File: src/rtl/sha256_pkg.sv
// Shared SHA-256 types and constants for the padder and the single-block core.
package sha256_pkg;

    localparam int MAX_BLOCK_BYTES = 55;

    typedef logic [31:0]        word_t;
    typedef logic [15:0][31:0]  block_t;
    typedef logic [7:0][31:0]   digest_t;

    // Element [0] is H0.
    localparam digest_t SHA256_H0 = {
        32'h5be0cd19, 32'h1f83d9ab, 32'h9b05688c, 32'h510e527f,
        32'ha54ff53a, 32'h3c6ef372, 32'hbb67ae85, 32'h6a09e667
    };

    typedef enum logic [2:0] {
        IDLE,
        LOAD,
        PAD,
        START,
        WAIT_LO,
        WAIT_HI,
        CAPTURE
    } state_t;

endpackage

File: src/rtl/sha256_pad_word.sv
// Produces one word of the padded block from the raw word, its index and the
// message length: message bytes kept, 0x80 marker at byte L, zeros after, length in word 15.
module sha256_pad_word
    import sha256_pkg::*;
(
    input  word_t       raw_word,
    input  logic [3:0]  word_idx,
    input  logic [5:0]  msg_len,
    output word_t       padded_word
);

    logic [7:0] byte_out [4];

    for (genvar gi = 0; gi < 4; gi++) begin : g_byte
        logic [5:0] pos;
        assign pos = {word_idx, 2'b00} + 6'(gi);
        assign byte_out[gi] = (pos < msg_len)  ? raw_word[31-8*gi -: 8] :
                              (pos == msg_len) ? 8'h80 : 8'h00;
    end

    always_comb begin
        padded_word = '0;
        if (word_idx == 4'd15) begin
            padded_word = {23'b0, msg_len, 3'b000};
        end else if (word_idx != 4'd14) begin
            padded_word = {byte_out[0], byte_out[1], byte_out[2], byte_out[3]};
        end
    end

endmodule

File: src/rtl/sha256_msg_padder.sv
// Collects a short message as 32-bit words, pads it into one SHA-256 block,
// starts the core and captures its digest; over-long messages are drained and flagged.
module sha256_msg_padder
    import sha256_pkg::*;
#(
    parameter int MAX_BYTES = MAX_BLOCK_BYTES
) (
    input  logic        clk,
    input  logic        reset_n,
    input  logic        in_valid,
    output logic        in_ready,
    input  logic [31:0] in_data,
    input  logic        in_last,
    input  logic [2:0]  in_bytes_last,
    output block_t      msg_block,
    output digest_t     hash_seed,
    output logic        core_start,
    input  logic        core_done,
    input  digest_t     core_digest,
    output digest_t     digest,
    output logic        digest_valid,
    output logic        err_len
);

    state_t     state_reg, state_next;
    logic [3:0] wcnt_reg;
    logic [5:0] len_reg;
    logic       ovf_reg;
    logic       err_reg;
    block_t     block_reg;
    digest_t    digest_reg;
    word_t      padded_words [16];

    logic       accepting;
    logic       xfer;
    logic [2:0] last_bytes;
    logic [6:0] len_sum;
    logic       ovf_now;

    assign accepting = (state_reg == IDLE) || (state_reg == LOAD);
    assign xfer      = in_valid && accepting;

    // Byte count and overflow decision for the word on the bus this cycle.
    always_comb begin
        last_bytes = in_bytes_last;
        if (in_bytes_last > 3'd4 || (in_bytes_last == 3'd0 && wcnt_reg != 4'd0)) begin
            last_bytes = 3'd4;
        end
        len_sum = {1'b0, len_reg} + (in_last ? {4'b0, last_bytes} : 7'd4);
        ovf_now = ovf_reg || (wcnt_reg >= 4'd14) || (in_last && len_sum > 7'(MAX_BYTES));
    end

    always_comb begin
        state_next = state_reg;
        case (state_reg)
            IDLE, LOAD: begin
                if (xfer) begin
                    if (in_last) state_next = ovf_now ? IDLE : PAD;
                    else         state_next = LOAD;
                end
            end
            PAD:     state_next = START;
            START:   state_next = WAIT_LO;
            WAIT_LO: if (!core_done) state_next = WAIT_HI;
            WAIT_HI: if (core_done)  state_next = CAPTURE;
            CAPTURE: state_next = IDLE;
            default: state_next = IDLE;
        endcase
    end

    for (genvar gi = 0; gi < 16; gi++) begin : g_pad
        sha256_pad_word u_pad_word (
            .raw_word    (block_reg[gi]),
            .word_idx    (4'(gi)),
            .msg_len     (len_reg),
            .padded_word (padded_words[gi])
        );
    end

    always_ff @(posedge clk or negedge reset_n) begin
        if (!reset_n) begin
            state_reg  <= IDLE;
            wcnt_reg   <= '0;
            len_reg    <= '0;
            ovf_reg    <= 1'b0;
            err_reg    <= 1'b0;
            block_reg  <= '0;
            digest_reg <= '0;
        end else begin
            state_reg <= state_next;
            err_reg   <= xfer && in_last && ovf_now;
            if (xfer) begin
                if (in_last && ovf_now) begin
                    wcnt_reg <= '0;
                    len_reg  <= '0;
                    ovf_reg  <= 1'b0;
                end else if (ovf_now) begin
                    ovf_reg <= 1'b1;
                end else begin
                    block_reg[wcnt_reg] <= in_data;
                    wcnt_reg            <= wcnt_reg + 4'd1;
                    len_reg             <= len_sum[5:0];
                end
            end
            if (state_reg == PAD) begin
                for (int i = 0; i < 16; i++) block_reg[i] <= padded_words[i];
            end
            // The core registers its result no later than the rise of done.
            if (state_reg == WAIT_HI && core_done) begin
                digest_reg <= core_digest;
            end
            if (state_reg == CAPTURE) begin
                wcnt_reg <= '0;
                len_reg  <= '0;
                ovf_reg  <= 1'b0;
            end
        end
    end

    assign in_ready     = accepting;
    assign msg_block    = block_reg;
    assign hash_seed    = SHA256_H0;
    assign core_start   = (state_reg == START);
    assign digest       = digest_reg;
    assign digest_valid = (state_reg == CAPTURE);
    assign err_len      = err_reg;

endmodule

File: config.mk
export PLATFORM = sky130hd
export DESIGN_NAME = sha256_msg_padder
export DESIGN_NICKNAME = d
export VERILOG_FILES = /design/src/rtl/sha256_pkg.sv /design/src/rtl/sha256_pad_word.sv /design/src/rtl/sha256_msg_padder.sv
export SDC_FILE = /design/constraint.sdc
export NUM_CORES = 1
export LEC_CHECK = 0
export BUFFER_PORTS_ARGS = -buffer_cell sky130_fd_sc_hd__buf_2
export CORE_AREA = 5 5 508 510
export CTS_BUF_LIST = sky130_fd_sc_hd__clkbuf_8
export DETAILED_ROUTE_END_ITERATION = 7
export DIE_AREA = 0 0 513 515
export PLACE_DENSITY_LB_ADDON = 0.1
export SLEW_MARGIN = 20
export SYNTH_ARGS = -nofsm -noshare
export SYNTH_HDL_FRONTEND = slang
export SYNTH_SLANG_ARGS = --single-unit
export TNS_END_PERCENT = 10
File: constraint.sdc
create_clock -name clk -period 3.5 [get_ports clk]
set_input_delay 0.7 -clock clk [delete_from_list [all_inputs] [get_ports clk]]
set_output_delay 0.7 -clock clk [all_outputs]
set_load 0.005 [all_outputs]
Word-level counts from Yosys, hierarchy flattened
Index checks and enable logic that the tools add are counted.
- register bits: 783
- latch bits: 0
- bits in writable memories: 0
- ROM bits: 0
- bits of input ports: 296
- logic and storage cells: 476
- memories: 0
- $add $sub $neg: 2
- multipliers: 0
- div/mod/pow operators: 0
- order comparisons: 61
- eq/ne operators: 123
- shifts and indexed selects: 0
- mux-type cells: 139
- bitwise gates (word level): 0
- reductions and logical operators: 80
- operators by type and width (kind ; number):
    512-bit two-way mux ; 4
    8-bit two-way mux ; 112
    512-bit bitwise mux ; 1
    4-bit AND reduction ; 56
    6-bit equality test (first input constant) ; 24
    6-bit < comparator (first input constant) ; 24
    32-bit demux with 4-bit select ; 1
    2-bit inequality test (second input constant) ; 59
    5-bit by 6-bit equality test with 1-bit output (first input constant) ; 16
    5-bit by 6-bit < comparator with 1-bit output (first input constant) ; 16
    4-bit by 6-bit equality test with 1-bit output (first input constant) ; 8
    4-bit by 6-bit < comparator with 1-bit output (first input constant) ; 8
    32-bit two-way mux ; 1
    3-bit by 6-bit equality test with 1-bit output (first input constant) ; 4
    3-bit by 6-bit < comparator with 1-bit output (first input constant) ; 4
    6-bit two-way mux ; 4
    4-bit two-way mux ; 4
    3-bit two-way mux ; 5
    3-bit one-hot mux with 5 select lines ; 1
    2-bit by 6-bit equality test with 1-bit output (first input constant) ; 2
    1-bit by 6-bit < comparator with 1-bit output (first input constant) ; 2
    2-bit by 6-bit < comparator with 1-bit output (first input constant) ; 2
    3-bit equality test (second input constant) ; 3
    1-bit logical AND ; 8
    other kinds (23) ; 36

Depth between registers and ports, before layout
- depth after elaboration: 13
- depth in mapped cells: 15
- gate-level depth less buffers: 12

By module
A second synthesis with hierarchy kept.
- cells, all modules: 4650
- area, all modules: 44157.4 µm²
- modules (own cells, without submodules) (module ; instances ; cells each ; area an instance (µm²) ; seq. area each (µm²)):
    sha256_msg_padder ; 1 ; 3594 ; 36830.3 ; 19593.8
    sha256_pad_word ; 16 ; 66 ; 457.9 ; 0.0

Worst setup path before layout
No wires, ideal clock.
- path type: input -> register
- from: input port in_last
- to: register block_reg, in the netlist msg_block[184]
- library setup time: 0.125 ns
- data arrival time: 3.088 ns
- data required time: 3.375 ns
- slack: 0.287 ns
- stages on the path: 12
- path buffers: 2
- cells stage by stage: nor2b_1 > and2_1 > ha_1 > fa_1 > nor2_1 > a41oi_1 > o21a_2 > buf_4 > nor3_4 > or2_1 > buf_2 > mux2_2
- longest elaborated chain between the ends: 8
- elaborated cells on any way between the ends: 9
- those cells by class: 1 x add/sub; 1 x order compare; 2 x eq/ne; 1 x mux; 4 x reduce/logical
- ends and longest elaborated chain (item ; line ; source):
    start: declaration ; sha256_msg_padder.sv:13 ; input logic in_last,
    3-bit two-way mux ; sha256_msg_padder.sv:49 ; len_sum = {1'b0, len_reg} + (in_last ? {4'b0, last_bytes} : 7'd4);
    6-bit by 3-bit adder with 7-bit output ; sha256_msg_padder.sv:49 ;
    7-bit by 6-bit greater-than comparator with 1-bit output ; sha256_msg_padder.sv:50 ; ovf_now = ovf_reg || (wcnt_reg >= 4'd14) || (in_last && len_sum > 7'(MAX_BYTES));
    1-bit logical AND ; sha256_msg_padder.sv:50 ;
    1-bit logical OR ; sha256_msg_padder.sv:50 ;
    1-bit logical AND ; sha256_msg_padder.sv:93 ; if (in_last && ovf_now) begin
    2-bit by 1-bit inequality test with 1-bit output (no source line) ; n/a ;
    4-bit AND reduction (no source line) * ; n/a ;
    end signal: indexed assignment ; sha256_msg_padder.sv:100 ; block_reg[wcnt_reg] <= in_data;
    end: declaration ; sha256_msg_padder.sv:30 ; block_t block_reg;
Every way passes the cells marked *; elsewhere a longest branch is shown, timed or not.
A chain may end at the register's enable or synchronous reset.

Worst setup path in the final report
- from: register wcnt_reg[0]
- to: register block_reg, in the netlist msg_block[262]
- longest elaborated chain between the ends: 12
- elaborated cells on any way between the ends: 25
- those cells by class: 1 x add/sub; 4 x order compare; 2 x eq/ne; 9 x mux; 9 x reduce/logical
- ends and longest elaborated chain (item ; line ; source):
    start: declaration ; sha256_msg_padder.sv:26 ; logic [3:0] wcnt_reg;
    start signal: assignment ; sha256_msg_padder.sv:101 ; wcnt_reg <= wcnt_reg + 4'd1;
    4-bit nonzero test ; sha256_msg_padder.sv:46 ; if (in_bytes_last > 3'd4 || (in_bytes_last == 3'd0 && wcnt_reg != 4'd0)) begin
    1-bit logical AND ; sha256_msg_padder.sv:46 ;
    1-bit logical OR ; sha256_msg_padder.sv:46 ;
    3-bit two-way mux ; sha256_msg_padder.sv:46 ;
    3-bit two-way mux ; sha256_msg_padder.sv:49 ;
    6-bit by 3-bit adder with 7-bit output ; sha256_msg_padder.sv:49 ;
    7-bit by 6-bit greater-than comparator with 1-bit output ; sha256_msg_padder.sv:50 ;
    1-bit logical AND ; sha256_msg_padder.sv:50 ;
    1-bit logical OR ; sha256_msg_padder.sv:50 ;
    1-bit logical AND ; sha256_msg_padder.sv:93 ;
    2-bit by 1-bit inequality test with 1-bit output (no source line) ; n/a ;
    4-bit AND reduction (no source line) ; n/a ;
Several ways; a longest one is shown, not always the timed one. The select of a mux whose other input is x is not followed.

==> metrics.md <==
| Metric | Value |
|---|---|
| Post-DP Area | `roughly 43000 um2` |
| Vias | `approximately 27k` |
| Final hold violations | `0` |
| Largest net degree at the start of global routing | `85` |
| Post-route ant nets | `0` |
| Top_reg_cell synth | `dfrtp_1` |
| Crit. Startpoint | `wcnt_reg[0]` |
| Slew Viols, Final | `0` |
| Final nets | `around 4.5k` |
| Cts bufs inserted | `between 150 and 200` |
| Crit path DAT | `roughly 4 ns` |
| Top post-synthesis cells by count | `dfrtp_1 (783), mux2_2 (311), nand2_1 (275)` |
| WS Path Type | `flop to flop` |
| Power Total | `between 0.03 and 0.04 W` |
| Max H-tree Level | `4` |
| Fill count | `approximately 28k` |
| Routability congestion estimate | `roughly 0.75` |
| Startpoint Class | `flop` |
| R2r worst-path depth | `14` |
| Final clock skew | `0.06634 ns` |
| # DRC | `0` |
| Fin crit period | `3.235 ns` |
| Final Setup Violations | `0` |
| Grt ovf | `0` |
| Die X | `513 um` |
| Mapped Area | `around 33000 um2` |
| Die Ht | `515 um` |
| Dpl ws | `-0.5447 ns` |
| Seq/Total Area, Yosys | `0.5999` |
| TritonCTS clock tree | `yes` |
| Reg-to-Reg Start | `wcnt_reg[0]` |
| Global-route wire length before repair | `roughly 270 mm` |
| Drt first-iter violations | `1257` |
| Max Buffers Root-to-Sink | `3` |
| Slew @ Worst Pin | `~1.1 ns` |
| Clock sink count | `783` |
| Status | `complete, no violations` |
| Wirelength, routed | `between 200 and 250 mm` |
| FFs w/ async S/R, synth | `1.000` |
| Synth top area share | `0.5999` |
| Tcrit/Tclk final | `0.9244` |
| Port Buffer Count | `1067` |
| Critical path endpoint | `msg_block[262]` |
| Setup slack, reg-to-reg | `between 0.2 and 0.3 ns` |
| Cell variety after synth | `67` |
| IO Pins | `about 1.3k` |
| Power Density | `768.4 nW/um2` |
| Max_slew headroom | `0.2760` |
| Vias in the first global route | `29.18k` |
| Syn. warnings | `0` |
| Post-DP HPWL | `approximately 160 mm` |
| DRT met1 WL | `76.41 mm` |
| Drt pass-1 iters | `5` |
| Max reg flops | `between 500 and 600` |
| GRT Total Usage | `0.1483` |
| Clk pin slew, worst setup/hold paths | `about 0.06 ns` |
| Maximum fanout along the worst path | `8` |
| Post-Syn Instances | `2680` |
| Wire length on met3 | `13.87 mm` |
| Clk_lat worst skew | `0.94 ns` |
| Max Cap Viol | `0` |
| Setup repair after global routing missed its margin | `false` |
| Leakage | `~24 nW` |
| Ranking of synthesized cells by area | `dfrtp_1 (60%), mux2_2 (11%), buf_4 (6.3%)` |
| DR WL met2 | `approximately 110 mm` |
| Fin worst setup slack | `between 0.2 and 0.3 ns` |
| Syn-to-layout area delta | `49.05%` |
| Area of the die | `~260000 um2` |
| RR Endpoint | `msg_block[262]` |
| Post-synth top area cell | `dfrtp_1` |
| DR WL/cell | `26.26 um` |
| Number of enable flip-flop cells after synthesis | `0` |
| Avg Synthesized Cell Area | `~12 um2` |
| Core area | `253000 um2` |
| Initial core utilization | `0.1291` |
| Fraction of layout cells with a size suffix above 1 | `0.4306` |
| Final Instance Area | `approximately 49000 um2` |
| Row cnt | `185` |
| Top routing layer in use | `met5` |
| Root buffer cell | `clkbuf_8` |
| Critical path endpoint category | `flop` |
| Number of synthesized register bits | `roughly 800` |
| Critical Path RT | `4.28 ns` |
| Fmax | `roughly 300 MHz` |
| Initial antenna violation count | `70` |
| Top-count cell post-synth | `dfrtp_1` |
| VDD IR-drop max | `0.0003639 V` |
| Hold Crit Class | `input pin to flop` |
| Via density per instance | `3.524` |
placed cells by master, fill, tap and decap left out, types with 46 or more instances in the layout:
master	instances
nand2_1	274
buf_4	137
buf_2	1066
buf_12	47
dlygate4sd3_1	261
clkbuf_8	205
nand3_1	112
a21oi_1	50
dfrtp_1	783
o21ai_0	160
conb_1	256
a22o_1	222
mux2_2	311
inv_1	83
diode_2	46
how the worst min path moves through the flow:
stage / startpoint / endpoint / cells after the start
6_report: in_data[10] / msg_block[42] / 3
5_1_grt: in_data[13] / msg_block[493] / 3
4_1_cts: in_data[13] / msg_block[493] / 3
3_5_place_dp: msg_block[142] / msg_block[142] / 2
3_3_place_gp: msg_block[131] / msg_block[131] / 2
2_1_floorplan: reset_n / digest[0] / 0
layer usage:
metal / up-vias / global-route usage
met5: - / 0
met4: 30 / 0.03112
met3: 262 / 0.04289
met2: 1143 / 0.2805
met1: 13720 / 0.1635
li1: 12060 / -
cell families (layout without fill, tap and decap cells):
logic type | count (synthesis) | count (layout) | synth area share
AO/OA/AOI/OAI | 553 | 553 | 0.1193
XOR/XNOR | 1 | 1 | 0.0002682
AND/OR/NAND/NOR | 538 | 538 | 0.07719
buffers and inverters | 461 | 1837 | 0.08550
multiplexers | 334 | 334 | 0.1143
adder cells (fa/ha/maj) | 8 | 8 | 0.003294
flip-flops | 783 | 783 | 0.5999
other | 2 | 302 | 0.0002299
stage by stage:
step,hold slack (ns),util,setup TNS [ns],cells
floorplan,0.4044,-,0,2934
global placement,0.4619,0.1681,-111.81,7124
detailed placement,0.4661,0.1681,-102.40,7124
CTS,0.07242,0.1919,0,7675
global route,0.1282,0.1923,0,7712
finish,0.2431,0.1924,0,7722
final cells by class:
| cell class | count | area (um2) | area share |
|---|---|---|---|
| flip-flops and latches | 783 | 19590 | 0.4025 |
| multi-input cells | 1690 | 11280 | 0.2318 |
| repair buffers | 1513 | 9943 | 0.2042 |
| well taps | 3366 | 4212 | 0.08651 |
| clock buffers | 205 | 2821 | 0.05796 |
| clock inverters | 85 | 585.6 | 0.01203 |
| inverters | 34 | 127.6 | 0.002621 |
| diodes | 46 | 115.1 | 0.002364 |
worst max-delay path, stage by stage, from the launching register on:
cell and delay [ns]:
dfrtp_1 0.44, inv_1 0.11, ha_1 0.16, nand2_1 0.15, nand2_1 0.10, nand2_1 0.06, ha_1 0.40, a41oi_1 0.16
o21a_2 0.32, buf_12 0.18, nor3_4 0.29, buf_4 0.18, o21ai_1 0.11, buf_4 0.23, a22o_1 0.19
where the power goes:
group	switching (W)	internal [W]
logic	0.00790	0.00547
clock network	0.00486	0.00567
registers	0.00162	0.0119
total	0.0144	0.0230
repair_timing:
action | in CTS | in global routing
gates resized for setup | 0 | 1
buffers inserted | 0 | 1
hold endpoints to repair | 286 | 0
hold buffers | 261 | 0
endpoints found under the setup margin | 0 | 50
Power figures use the tool's default switching activity.
